## src/rtl/imm_gen_pipe.sv

```systemverilog
// RISC-V immediate generator for decode: classifies the immediate format, extends it to XLEN
// and presents it through a registered output stage with an optional one-entry skid buffer.
module imm_gen_pipe #(
  parameter int unsigned XLEN  = 32,
  parameter int unsigned SKID  = 1,
  parameter int unsigned CNT_W = 8
) (
  input  logic             clock,
  input  logic             reset,
  input  logic             in_valid,
  output logic             in_ready,
  input  logic [31:0]      instruction,
  output logic             out_valid,
  input  logic             out_ready,
  output logic [XLEN-1:0]  out_imm,
  output logic [2:0]       out_fmt,
  output logic             out_illegal,
  output logic [CNT_W-1:0] illegal_cnt
);

  typedef enum logic [2:0] {
    FMT_NONE = 3'd0,
    FMT_I    = 3'd1,
    FMT_S    = 3'd2,
    FMT_B    = 3'd3,
    FMT_U    = 3'd4,
    FMT_J    = 3'd5,
    FMT_Z    = 3'd6
  } fmt_e;

  typedef struct packed {
    logic [XLEN-1:0] imm;
    fmt_e            fmt;
    logic            ill;
  } res_t;

  res_t             dec;
  res_t             out_q, out_d;
  res_t             skid_q, skid_d;
  logic             out_valid_q, out_valid_d;
  logic             skid_valid_q, skid_valid_d;
  logic [CNT_W-1:0] cnt_q, cnt_d;
  logic             acc;

  // Format classification
  always_comb begin
    dec.fmt = FMT_NONE;
    dec.ill = 1'b0;
    unique case (instruction[6:0])
      7'b0010011, 7'b0000011, 7'b1100111: dec.fmt = FMT_I;
      7'b0100011:                         dec.fmt = FMT_S;
      7'b1100011:                         dec.fmt = FMT_B;
      7'b0110111, 7'b0010111:             dec.fmt = FMT_U;
      7'b1101111:                         dec.fmt = FMT_J;
      7'b1110011:                         dec.fmt = instruction[14] ? FMT_Z : FMT_I;
      7'b0110011, 7'b0111011, 7'b0001111: dec.fmt = FMT_NONE;
      default:                            dec.ill = 1'b1;
    endcase
  end

  // Immediate extraction and extension; U fills the upper half from bit 31 when XLEN=64
  always_comb begin
    dec.imm = '0;
    unique case (dec.fmt)
      FMT_I: dec.imm = {{(XLEN-12){instruction[31]}}, instruction[31:20]};
      FMT_S: dec.imm = {{(XLEN-12){instruction[31]}}, instruction[31:25], instruction[11:7]};
      FMT_B: dec.imm = {{(XLEN-13){instruction[31]}}, instruction[31], instruction[7],
                        instruction[30:25], instruction[11:8], 1'b0};
      FMT_U: begin
        dec.imm        = {XLEN{instruction[31]}};
        dec.imm[31:0]  = {instruction[31:12], 12'b0};
      end
      FMT_J: dec.imm = {{(XLEN-21){instruction[31]}}, instruction[31], instruction[19:12],
                        instruction[20], instruction[30:21], 1'b0};
      FMT_Z: dec.imm[4:0] = instruction[19:15];
      default: dec.imm = '0;
    endcase
  end

  // Ready is held low while reset is asserted so nothing is accepted or counted then
  always_comb begin
    if (SKID != 0) in_ready = !reset && !skid_valid_q;
    else           in_ready = !reset && (!out_valid_q || out_ready);
  end

  assign acc = in_valid && in_ready;

  always_comb begin
    out_d        = out_q;
    out_valid_d  = out_valid_q;
    skid_d       = skid_q;
    skid_valid_d = skid_valid_q;
    cnt_d        = cnt_q;

    if (!out_valid_q || out_ready) begin
      if (skid_valid_q) begin
        out_d        = skid_q;
        out_valid_d  = 1'b1;
        skid_valid_d = acc;
        if (acc) skid_d = dec;
      end else if (acc) begin
        out_d       = dec;
        out_valid_d = 1'b1;
      end else begin
        out_valid_d = 1'b0;
      end
    end else if (acc && (SKID != 0)) begin
      skid_d       = dec;
      skid_valid_d = 1'b1;
    end

    if (acc && dec.ill && (cnt_q != '1)) cnt_d = cnt_q + CNT_W'(1);
  end

  always_ff @(posedge clock) begin
    if (reset) begin
      out_q        <= '0;
      out_valid_q  <= 1'b0;
      skid_q       <= '0;
      skid_valid_q <= 1'b0;
      cnt_q        <= '0;
    end else begin
      out_q        <= out_d;
      out_valid_q  <= out_valid_d;
      skid_q       <= skid_d;
      skid_valid_q <= skid_valid_d;
      cnt_q        <= cnt_d;
    end
  end

  assign out_valid   = out_valid_q;
  assign out_imm     = out_q.imm;
  assign out_fmt     = out_q.fmt;
  assign out_illegal = out_q.ill;
  assign illegal_cnt = cnt_q;

endmodule
```

## config.mk

```make
export PLATFORM = sky130hd
export DESIGN_NAME = imm_gen_pipe
export DESIGN_NICKNAME = d
export VERILOG_FILES = /design/src/rtl/imm_gen_pipe.sv
export SDC_FILE = /design/constraint.sdc
export NUM_CORES = 1
export LEC_CHECK = 0
export ABC_AREA = 0
export BUFFER_PORTS_ARGS = -buffer_cell sky130_fd_sc_hd__buf_2
export CAP_MARGIN = 10
export CELL_PAD_IN_SITES_DETAIL_PLACEMENT = 0
export CELL_PAD_IN_SITES_GLOBAL_PLACEMENT = 1
export CORE_ASPECT_RATIO = 2
export CORE_MARGIN = 2
export CORE_UTILIZATION = 45
export CTS_BUF_LIST = sky130_fd_sc_hd__clkbuf_8
export DETAILED_ROUTE_END_ITERATION = 7
export PLACE_DENSITY_LB_ADDON = 0.1
export SYNTH_ARGS = -nofsm -noshare
export SYNTH_HDL_FRONTEND = slang
export SYNTH_SLANG_ARGS = --single-unit
```

## constraint.sdc

```tcl
create_clock -name clock -period 3.3 [get_ports clock]
set_input_delay 0 -clock clock [delete_from_list [all_inputs] [get_ports clock]]
set_output_delay 0 -clock clock [all_outputs]
set_load 0.005 [all_outputs]
```

-- Word level (Yosys, flattened, before mapping)
Index checks and enable logic that the tools add are counted.
- equality and inequality tests: 20
- reductions and logical operators: 15
- multiplexer cells: 15
- $add $sub $neg: 1
- operators with widths (cell ; number):
    2-to-1 mux 36 bit ; 5
    one-hot mux 27 bit (4 select lines) ; 1
    equality test 7 x 6 -> 1 bit, second input constant ; 4
    equality test 7 bit, second input constant ; 4
    one-hot mux 5 bit (5 select lines) ; 1
    one-hot mux 3 bit (6 select lines) ; 1
    equality test 7 x 5 -> 1 bit, second input constant ; 2
    OR reduction 12 bit ; 1
    equality test 3 bit, second input constant ; 3
    adder 8 x 1 -> 8 bit, second input constant ; 1
    inequality test 8 bit, second input constant ; 1
    equality test 7 x 2 -> 1 bit, second input constant ; 1
    equality test 7 x 4 -> 1 bit, second input constant ; 1
    equality test 3 x 2 -> 1 bit, second input constant ; 2
    2-to-1 mux 1 bit ; 6
    logical AND 1 bit ; 4
    nonzero test 2 bit ; 2
    OR reduction 2 bit ; 2
    equality test 3 x 1 -> 1 bit, second input constant ; 1
    zero test 1 bit ; 3
    2-to-1 mux 3 bit ; 1
    OR reduction 3 bit ; 1
    inequality test 2 bit, second input constant ; 1
    AND reduction 2 bit ; 1
    logical OR 1 bit ; 1
- output and inout port bits: 46
- input port bits: 36
- bits in registers: 82
- word-level logic and storage cells: 60

-- Logic depth before layout (Yosys ltp)
Gate-level depths: netlist (run 1).
- word-level depth: 9
- depth in mapped cells: 9
- depth with buffers taken out: 7

-- Least setup slack after synthesis (run 1)
No wires, ideal clock.
- kind: flip-flop to flip-flop
- start point: register cnt_q[0] (netlist: illegal_cnt[0])
- end point: register cnt_q[6] (netlist: illegal_cnt[6])
- path buffers: 0
- setup slack: 1.570 ns
- stages on the path, launching flop included: 8
- data required time: 3.230 ns
- library setup time: 0.070 ns
- clock period less this slack: 1.730 ns
- arrival: 1.659 ns
- cell sequence: dfxtp_1 ha_1 nand3_1 o211ai_1 a41oi_1 nand2_1 or4_1 a21oi_1
- word-level cells in the longest chain between the ends: 2
- elaborated cells on any way between the ends: 3
- those cells by class: add/sub (1); eq/ne (1); reduce/logical (1)
- RTL lines (element ; line ; text):
    start, declared ; 42 ; logic [CNT_W-1:0] cnt_q, cnt_d;
    start signal, assigned ; 127 ; cnt_q <= cnt_d;
    branches (longest 2 deep; another with adder 8 x 1 -> 8 bit) ; - ;
Parallel ways; which one is timed is not known.
A chain may end at the register's enable or synchronous reset.

-- Final worst setup path (run 1)
- start point: register out_valid_q (netlist: out_valid)
- end point: register skid_q[26] (netlist bit)
- word-level cells in the longest chain between the ends: 3
- elaborated cells on any way between the ends: 4
- those cells by class: eq/ne (1); mux (1); reduce/logical (2)
- RTL lines (element ; line ; text):
    start, declared ; 40 ; logic out_valid_q, out_valid_d;
    start signal, assigned ; 124 ; out_valid_q <= out_valid_d;
    zero test 1 bit (*) ; 95 ; if (!out_valid_q || out_ready) begin
    logical OR 1 bit (*) ; 95 ;
    inequality test 2 bit (no line) / 2-to-1 mux 36 bit (equally long branches) ; - ;
    end signal, assigned ; 125 ; skid_q <= skid_d;
    end, declared ; 39 ; res_t skid_q, skid_d;
Mark *: on every way between the ends. The rest lies on a longest branch, timed or not.

==> flow_metrics.env, run 1 <==
export IMPL_status="finished clean"
export IMPL_clock_path_buffers=2
export IMPL_dp_cells=597
export IMPL_cts_tree="built"
export IMPL_globalRouteMet2Util=0.441
export IMPL_fmax_mhz=426
export IMPL_via_count=3665
export IMPL_synthFlopType="dfxtp_1"
export IMPL_synth_area_leaders="dfxtp_1 43%, nand2_1 5.5%, nor2_1 4.8%"
export IMPL_grt_pass1_wl_microns=17600
export IMPL_synth_compound_area_share=0.294
export IMPL_r2r_end="skid_q[26]$_SDFFE_PP0P_"
export IMPL_synth_xor_area_share=0.00692
export IMPL_clk_pin_slew_worst_paths_ns=0.08
export IMPL_setup_reg_to_reg_worst_slack_ns=0.95
export IMPL_period_needed_ns=2.35
export IMPL_synth_top_family_by_area="compound AO/OA/AOI/OAI gates"
export IMPL_numClockSinks=82
export IMPL_finalCritPeriodShare=0.711
export IMPL_synth_area_leader_cell="dfxtp_1"
export IMPL_min_delay_start="instruction[31]"
export IMPL_dp_hpwl_microns=7720
export IMPL_vias_per_cell=5.79
export IMPL_cts_root_buf="clkbuf_8"
export IMPL_port_buffers=81
export IMPL_ant_nets=0
export IMPL_holdPathStages=3
export IMPL_powerDensity_nw_per_um2=411
export IMPL_grt_antenna_before_repair=0
export IMPL_cts_setup_buffers=0
export IMPL_path_max_fanout=21
export IMPL_setup_violations_final=0
export IMPL_crit_family="simple AND/OR/NAND/NOR gates"
export IMPL_reg2reg_depth=5
export IMPL_grtUsageMet3=0.0378
export IMPL_synth_area_per_cell_sq_um=8.51
export IMPL_fill_cells=829
export IMPL_synth_seq_cells=82
export IMPL_cp_required_ns=3.58
export IMPL_hold_class="primary input to flip-flop"
export IMPL_drive_gt1_frac=0.230
export IMPL_std_cell_rows=47
export IMPL_path_class="flip-flop to flip-flop"
export IMPL_dr_pass1_iters=5
export IMPL_drc=0
export IMPL_regToRegStartpoint="out_valid$_SDFFE_PP0N_"
export IMPL_synth_most_common_cell="dfxtp_1"
export IMPL_synthMuxAreaShare=0.00264
export IMPL_synth_top_area_frac=0.432
export IMPL_routedWlPerCell_microns=17.4
export IMPL_synthSimpleGateAreaFrac=0.217
export IMPL_layout_setup_ws_ns=0.952
export IMPL_syn2layout_area_growth_pct=20.9
export IMPL_place_ws_ns=0.876
export IMPL_fin_setup_tns_ns=0
export IMPL_start_util=0.461
export IMPL_dieArea_sq_um=9230
export IMPL_worst_path_max_delay_cell="nor2_2"
export IMPL_slew_headroom=0.449
export IMPL_syn_inst=446
export IMPL_ys_types=56
export IMPL_crit_arrival_ns=2.63
export IMPL_cts_made_buffers=9
export IMPL_grt_ovfl_total=0
export IMPL_fin_util=0.557
export IMPL_drv_slew=0
export IMPL_synthAdderAreaFrac=0.00329
export IMPL_hold_violations=0
export IMPL_fp_dieW_microns=69.0
export IMPL_synthTopCellsByCount="82 x dfxtp_1, 56 x nand2_1, 49 x nor2_1"
export IMPL_synth_area_sq_um=3800
export IMPL_core_area_sq_um=8230
export IMPL_synth_edf_count=0
export IMPL_critPathBufInv=1
export IMPL_htree_levels=3
export IMPL_gp_congestion=0.850
export IMPL_grt_pass1_vias=3536
export IMPL_cp_num_cells=5
export IMPL_grt_start_max_net_pins=67
export IMPL_diodes=0
export IMPL_use_met1=0.284
export IMPL_p_leak_nw=1.79
export IMPL_maxCapViolations=0
export IMPL_grt_use_total=0.254
export IMPL_die_y_microns=134
export IMPL_grt_most_used_layer="met2"
export IMPL_start_kind="flip-flop"
export IMPL_cts_resized=0
export IMPL_wl_microns=11000
export IMPL_drtIter0Drc=269
export IMPL_ys_warn_count=0
export IMPL_ios=82
export IMPL_ir_drop_mv=0.248
export IMPL_clock_latency_ns=0.37
export IMPL_tightest_slew_ns=0.826
export IMPL_ys_async_sr_fraction=0
export IMPL_nets=567
export IMPL_syn_num_nets=483
export IMPL_cp_end_kind="flip-flop"
export IMPL_hold_path_end="out_imm[11]$_SDFFE_PP0P_"
export IMPL_synth_seq_area_share=0.432
export IMPL_crit_chain="nand2b_1 > nor2_2 > buf_4 > nor2_1 > a211oi_2"
export IMPL_stdcell_count=633
export IMPL_critPathMaxStageDelay_ns=0.82
export IMPL_grt_setup_unrepaired="no"
export IMPL_finalClockSkew_ns=0.00710
## cell type report
| class | count | area, sq um | share of cell area |
|---|---|---|---|
| flip-flops and latches | 82 | 1640 | 0.358 |
| repair buffers | 108 | 658 | 0.143 |
| inverters | 1 | 3.75 | 0.000818 |
| multi-input cells | 328 | 1990 | 0.434 |
| well taps | 98 | 123 | 0.0267 |
| clock buffers | 10 | 138 | 0.0300 |
| clock inverters | 6 | 33.8 | 0.00736 |
## cell usage in the layout (no fill, tap or decap), types with 4 or more instances in the layout
master         instances
a211oi_1              16
o21ai_0               31
a31oi_1                5
nor2_1                48
nand3_1               14
a21oi_1               29
nand2_1               56
a222oi_1               4
a221oi_1               7
o2bb2ai_1              6
dlygate4sd3_1         20
buf_2                 81
nand2b_1              15
buf_4                  7
and3_1                 9
nor2b_1                4
a211oi_2              11
o31ai_1                4
clkbuf_8              10
dfxtp_1               82
a32o_1                 9
a22o_1                 7
## worst min-delay path: cells and delay by family
kind                   cells  cell delay [ns]
buffers and inverters      1             0.19
AOI/OAI and AO/OA          2             0.25
## cell families (layout without fill, tap and decap cells)
| logic type | after synthesis | in the layout |
|---|---|---|
| XOR/XNOR | 3 | 3 |
| AO/OA/AOI/OAI | 151 | 151 |
| multiplexers | 1 | 1 |
| AND/OR/NAND/NOR | 172 | 172 |
| flip-flops | 82 | 82 |
| buffers and inverters | 36 | 125 |
| adder cells (fa/ha/maj) | 1 | 1 |
## report_power, final
part | total (mW) | internal, mW | switching [mW]
clock network | 0.654 | 0.287 | 0.368
logic | 0.210 | 0.0825 | 0.128
registers | 1.02 | 1.01 | 0.0111
## sequential cells by signal, indices dropped and copies added, names as in the netlist
signal and flops:
skid_q 36, out_imm 32, illegal_cnt 8, out_fmt 3, out_illegal 1, out_valid 1
skid_valid_q 1
## worst max path at each step
| stage | from | endpoint |
|---|---|---|
| 5_1_grt | out_valid$_SDFFE_PP0N_ | skid_q[20]$_SDFFE_PP0P_ |
| 4_1_cts | out_valid$_SDFFE_PP0N_ | skid_q[26]$_SDFFE_PP0P_ |
| 3_3_place_gp | out_valid$_SDFFE_PP0N_ | skid_q[18]$_SDFFE_PP0P_ |
| 6_report | out_valid$_SDFFE_PP0N_ | skid_q[26]$_SDFFE_PP0P_ |
| 3_5_place_dp | instruction[2] | skid_q[33]$_SDFFE_PP0P_ |
| 2_1_floorplan | illegal_cnt[0]$_SDFFE_PP0P_ | illegal_cnt[6]$_SDFFE_PP0P_ |
## metal layers
metal / share of wire / wire length, microns
met2: 0.55 / 6050
met4: 0.036 / 395
met1: 0.38 / 4190
met3: 0.035 / 383
met5: 0 / 0
## through the flow
stage          cell area [sq um]  hold slack (ns)  power (mW)
6_report                    4590            0.113        1.88
3_5_place_dp                4220            0.259        1.24
4_1_cts                     4590           0.0837        1.90
2_1_floorplan               3800           0.0414        1.15
5_1_grt                     4590            0.114        1.96
3_3_place_gp                4220            0.248        1.23
## repair_timing
action / in CTS / in global routing
endpoints found under the setup margin: 0 / 0
hold endpoints to repair: 39 / 0
hold buffers: 20 / 0
Power figures use the tool's default switching activity.
==> run 2, diff against run 1 <==
CORE_UTILIZATION = 42   (was 45)
clock period = 2.2 ns   (was 3.3 ns; I/O delays follow)
==> flow_metrics.env, run 2 (synthesized netlist as in run 1, its figures left out) <==
export IMPL_maxCapViolations=0
export IMPL_via_count=3648
export IMPL_start_kind="flip-flop"
export IMPL_period_needed_ns=1.97
export IMPL_fill_cells=868
export IMPL_vias_per_cell=5.63
export IMPL_largest_reg_flops=36
export IMPL_multiInputGateArea_sq_um=1990
export IMPL_cts_tree="built"
export IMPL_drc=0
export IMPL_ir_drop_mv=0.395
export IMPL_placed_cell_area_sq_um=4320
export IMPL_routedWlPerCell_microns=16.9
export IMPL_nets=578
export IMPL_cts_made_buffers=9
export IMPL_tightest_slew_ns=0.754
export IMPL_path_max_fanout=6
export IMPL_ant_nets=0
export IMPL_finalClockSkew_ns=0.00545
export IMPL_status="finished clean"
export IMPL_hold_class="primary input to flip-flop"
export IMPL_numClockSinks=82
export IMPL_holdPathStages=3
export IMPL_path_class="flip-flop to flip-flop"
export IMPL_cts_resized=0
export IMPL_core_area_sq_um=8890
export IMPL_grt_use_total=0.232
export IMPL_grt_start_max_net_pins=66
export IMPL_start_util=0.427
export IMPL_hold_slack_ns=0.122
export IMPL_p_leak_nw=1.87
export IMPL_cp_end_kind="flip-flop"
export IMPL_grt_pass1_vias=3680
export IMPL_reg2reg_depth=7
export IMPL_syn2layout_area_growth_pct=24.7
export IMPL_drive_gt1_frac=0.245
export IMPL_dp_hpwl_microns=7900
export IMPL_wl_microns=11000
export IMPL_stdcell_area_sq_um=4740
export IMPL_htree_levels=3
export IMPL_grt_pass1_wl_microns=18100
export IMPL_grt_antenna_before_repair=0
export IMPL_std_cell_rows=49
export IMPL_fmax_mhz=508
export IMPL_fin_setup_tns_ns=0
export IMPL_grt_ovfl_total=0
export IMPL_critPathMaxStageDelay_ns=0.45
export IMPL_hold_violations=0
export IMPL_drtIter0Drc=213
export IMPL_grt_setup_unrepaired="no"
export IMPL_final_common_cell="dfxtp_1"
export IMPL_finalCritPeriodShare=0.894
export IMPL_worst_path_max_delay_cell="or4_1"
export IMPL_clock_path_buffers=2
export IMPL_cts_root_buf="clkbuf_8"
export IMPL_powerDensity_nw_per_um2=646
export IMPL_clock_latency_ns=0.36
export IMPL_die_y_microns=138
export IMPL_dieArea_sq_um=9860
export IMPL_final_cell_mix="82 x dfxtp_1, 81 x buf_2, 56 x nand2_1, 48 x nor2_1, 31 x o21ai_0"
export IMPL_regMostFlops="skid_q"
export IMPL_crit_arrival_ns=2.26
export IMPL_ff_latch_area_sq_um=1640
export IMPL_clk_pin_slew_worst_paths_ns=0.08
export IMPL_setup_violations_final=0
export IMPL_cts_setup_buffers=0
export IMPL_diodes=0
export IMPL_ios=82
export IMPL_dr_pass1_iters=4
export IMPL_slew_headroom=0.497
export IMPL_gp_congestion=0.812
export IMPL_drv_slew=0
export IMPL_fp_dieW_microns=71.2
export IMPL_cp_required_ns=2.49
export IMPL_crit_chain="ha_1 > nand3_1 > o211ai_1 > a41oi_1 > nand2_1 > or4_1 > a21oi_1"
export IMPL_port_buffers=81
[run 2: changes by cell type in the layout (fill, tap and decap cells not counted)]
cell,previous run,this run
buf_4,7,17
bufinv_16,0,2
buf_12,0,1
clkinv_2,3,2
clkinvlp_4,2,1
[run 2: critical path: cells and delay by family (launching register included)]
family          cells  cell delay (ns)
flops               1             0.35
fa+ha+maj           1             0.26
simple gates        3             0.78
compound gates      3             0.50
[run 2: stage by stage]
stage | instances | worst slack (ns) | power [mW] | util
final | 648 | 0.233 | 3.06 | 0.533
after detailed placement | 612 | 0.0753 | 1.86 | 0.486
after CTS | 648 | 0.220 | 3.10 | 0.533
after floorplan | 446 | 0.470 | 1.73 | -
after global placement | 612 | 0.145 | 1.86 | 0.486
after global routing | 648 | 0.0724 | 3.19 | 0.533
[run 2: report_power, final]
part	internal, mW	total, mW	switching (mW)
Clock	0.662	1.21	0.547
Sequential	1.51	1.53	0.0165
Combinational	0.132	0.323	0.191
Total	2.31	3.06	0.754
[run 2: worst paths after layout]
path / startpoint / to / slack [ns]
worst max register to register: illegal_cnt[0]$_SDFFE_PP0P_ / illegal_cnt[6]$_SDFFE_PP0P_ / 0.23
worst max-delay path: illegal_cnt[0]$_SDFFE_PP0P_ / illegal_cnt[6]$_SDFFE_PP0P_ / 0.23
worst min-delay path: instruction[31] / out_imm[11]$_SDFFE_PP0P_ / 0.12
worst min register to register: out_imm[23]$_SDFFE_PP0P_ / out_imm[23]$_SDFFE_PP0P_ / 0.46
[run 2: layout make-up]
type	count	area share
sequential	82	0.347
multi-input combinational	328	0.420
clock inverter	6	0.0172
timing repair buffer	119	0.159
tap	102	0.0269
clock buffer	10	0.0291
inverter	1	0.000792
[run 2: repair_timing]
item	in CTS	in global routing
hold buffers	20	0
hold endpoints to repair	43	0
setup endpoints to repair	0	0
[run 2: layer usage]
metal,up-vias,track usage,routed length [microns]
li1,1821,-,-
met1,1725,0.258,4250
met2,82,0.416,6040
met3,20,0.0430,349
met4,0,0.104,318
met5,-,0,0
==> run 3, diff against run 2 <==
ABC_AREA = 1   (was 0)
CORE_UTILIZATION = 41   (was 42)
clock period = 1.85 ns   (was 2.2 ns; I/O delays follow)
==> flow_metrics.env, run 3 <==
export IMPL_period_needed_ns=1.64
export IMPL_synth_area_leaders="dfxtp_1 38%, nand2_1 9.0%, a21oi_1 7.4%"
export IMPL_fin_setup_tns_ns=0
export IMPL_status="finished clean"
export IMPL_core_area_sq_um=10400
export IMPL_std_cell_rows=53
export IMPL_synth_area_leader_cell="dfxtp_1"
export IMPL_hold_class="primary input to flip-flop"
export IMPL_layout_setup_ws_ns=0.213
export IMPL_synthFlopType="dfxtp_1"
export IMPL_grt_start_max_net_pins=57
export IMPL_cts_made_buffers=9
export IMPL_cts_root_buf="clkbuf_8"
export IMPL_powerDensity_nw_per_um2=684
export IMPL_synthTopCellsByCount="104 x nand2_1, 82 x dfxtp_1, 64 x a21oi_1"
export IMPL_clk_pin_slew_worst_paths_ns=0.10
export IMPL_dp_cells=803
export IMPL_grt_antenna_before_repair=0
export IMPL_synth_seq_area_share=0.378
export IMPL_ys_warn_count=0
export IMPL_grt_pass1_vias=4014
export IMPL_fp_dieW_microns=76.8
export IMPL_via_count=4181
export IMPL_htree_levels=3
export IMPL_slew_headroom=0.555
export IMPL_tightest_slew_ns=0.664
export IMPL_routedWlPerCell_microns=14.6
export IMPL_path_max_fanout=6
export IMPL_ant_nets=0
export IMPL_synth_seq_cells=82
export IMPL_synth_top_area_frac=0.378
export IMPL_fmax_mhz=611
export IMPL_p_leak_nw=2.54
export IMPL_grt_ovfl_total=0
export IMPL_synth_xor_area_share=0.00605
export IMPL_stdcell_area_sq_um=5240
export IMPL_start_util=0.417
export IMPL_dp_hpwl_microns=8620
export IMPL_regMostFlops="skid_q"
export IMPL_largest_reg_flops=36
export IMPL_synthMuxAreaShare=0
export IMPL_ir_drop_mv=0.406
export IMPL_place_ws_ns=0.104
export IMPL_cp_end_kind="flip-flop"
export IMPL_diodes=0
export IMPL_grt_pass1_wl_microns=19700
export IMPL_fin_util=0.504
export IMPL_start_kind="flip-flop"
export IMPL_final_cell_mix="103 x nand2_1, 82 x dfxtp_1, 81 x buf_2, 64 x a21oi_1, 62 x nor2_1"
export IMPL_grt_use_total=0.218
export IMPL_port_buffers=81
export IMPL_syn2layout_area_growth_pct=20.7
export IMPL_synthAdderAreaFrac=0.00288
export IMPL_clock_latency_ns=0.36
export IMPL_syn_num_nets=640
export IMPL_synth_edf_count=0
export IMPL_finalClockSkew_ns=0.0119
export IMPL_cp_required_ns=2.09
export IMPL_ys_types=35
export IMPL_maxCapViolations=0
export IMPL_stdcell_count=831
export IMPL_crit_arrival_ns=1.88
export IMPL_grt_setup_unrepaired="no"
export IMPL_cts_tree="built"
export IMPL_drv_slew=0
export IMPL_dieArea_sq_um=11500
export IMPL_final_common_cell="nand2_1"
export IMPL_hold_violations=0
export IMPL_setup_violations_final=0
export IMPL_drive_gt1_frac=0.300
export IMPL_synth_top_family_by_area="simple AND/OR/NAND/NOR gates"
export IMPL_dr_pass1_iters=4
export IMPL_placed_cell_area_sq_um=4920
export IMPL_synth_most_common_cell="nand2_1"
export IMPL_drc=0
export IMPL_synth_compound_area_share=0.200
export IMPL_ios=82
export IMPL_syn_inst=603
export IMPL_gp_congestion=0.813
export IMPL_drtIter0Drc=179
export IMPL_path_class="flip-flop to flip-flop"
export IMPL_clock_path_buffers=2
export IMPL_hold_slack_ns=0.0182
export IMPL_finalPower_mw=3.59
export IMPL_wl_microns=12100
export IMPL_ys_async_sr_fraction=0
export IMPL_synthSimpleGateAreaFrac=0.300
export IMPL_synth_area_sq_um=4340
export IMPL_finalCritPeriodShare=0.885
export IMPL_numClockSinks=82
export IMPL_synth_area_per_cell_sq_um=7.20
export IMPL_die_y_microns=150
export IMPL_nets=726
export IMPL_vias_per_cell=5.03
==> run 3: changes by cell type in the layout (fill, tap and decap cells not counted), sizes merged, moves of 8 or more <==
cell         change
a211oi          -27
a21oi           +35
a221oi           -8
a32o             -9
and3             -9
dlygate4sd3     -11
inv             +80
nand2           +55
nand2b          -15
nand3           +57
nor2            +20
o211ai          +22
o21ai           +12
==> run 3: repair_timing <==
action,in CTS,in global routing
buffers inserted,0,3
hold buffers,9,0
setup endpoints to repair,0,7
resized for setup,0,1
hold endpoints to repair,14,0
==> run 3: cell type report <==
| cell class | count | area [sq um] |
|---|---|---|
| clock buffer | 10 | 138 |
| sequential | 82 | 1640 |
| timing repair buffer | 111 | 703 |
| inverter | 81 | 304 |
| fill | 1108 | 5170 |
| multi-input combinational | 404 | 2220 |
| tap | 137 | 171 |
| clock inverter | 6 | 66.3 |
==> run 3: routing by layer <==
metal	part of all wire	vias up	global-route usage
li1	-	2131	-
met1	0.43	1928	0.257
met4	0.024	0	0.0891
met5	0	-	0
met2	0.50	105	0.389
met3	0.043	17	0.0356
==> run 3: kinds of logic (layout without fill, tap and decap cells) <==
logic type / count (synthesis) / after routing
AO/OA/AOI/OAI: 138 / 138
AND/OR/NAND/NOR: 262 / 262
adder cells (fa/ha/maj): 1 / 1
flip-flops: 82 / 82
buffers and inverters: 117 / 208
XOR/XNOR: 3 / 3
==> run 3: final timing paths <==
path | start | to | slack (ns) | cells after the start
setup / recovery | illegal_cnt[1]$_SDFFE_PP0P_ | illegal_cnt[2]$_SDFFE_PP0P_ | 0.21 | 7
hold / removal | instruction[8] | skid_q[5]$_SDFFE_PP0P_ | 0.02 | 5
setup reg to reg | illegal_cnt[1]$_SDFFE_PP0P_ | illegal_cnt[2]$_SDFFE_PP0P_ | 0.21 | 7
hold reg to reg | out_imm[2]$_SDFFE_PP0P_ | out_imm[2]$_SDFFE_PP0P_ | 0.46 | 2
==> run 3: critical path: stages, from the launching register on <==
cell	delay, ns
dfxtp_1	0.38
ha_1	0.22
inv_1	0.08
nor3_2	0.19
a41oi_2	0.27
buf_4	0.22
o211ai_1	0.09
a21oi_1	0.08
==> run 3: where the power goes <==
part           leakage (nW)  internal (mW)  switching, mW  total (mW)
Sequential            0.664           1.80         0.0213        1.83
Clock                 0.100          0.663          0.694        1.36
Combinational          1.77          0.153          0.250       0.403
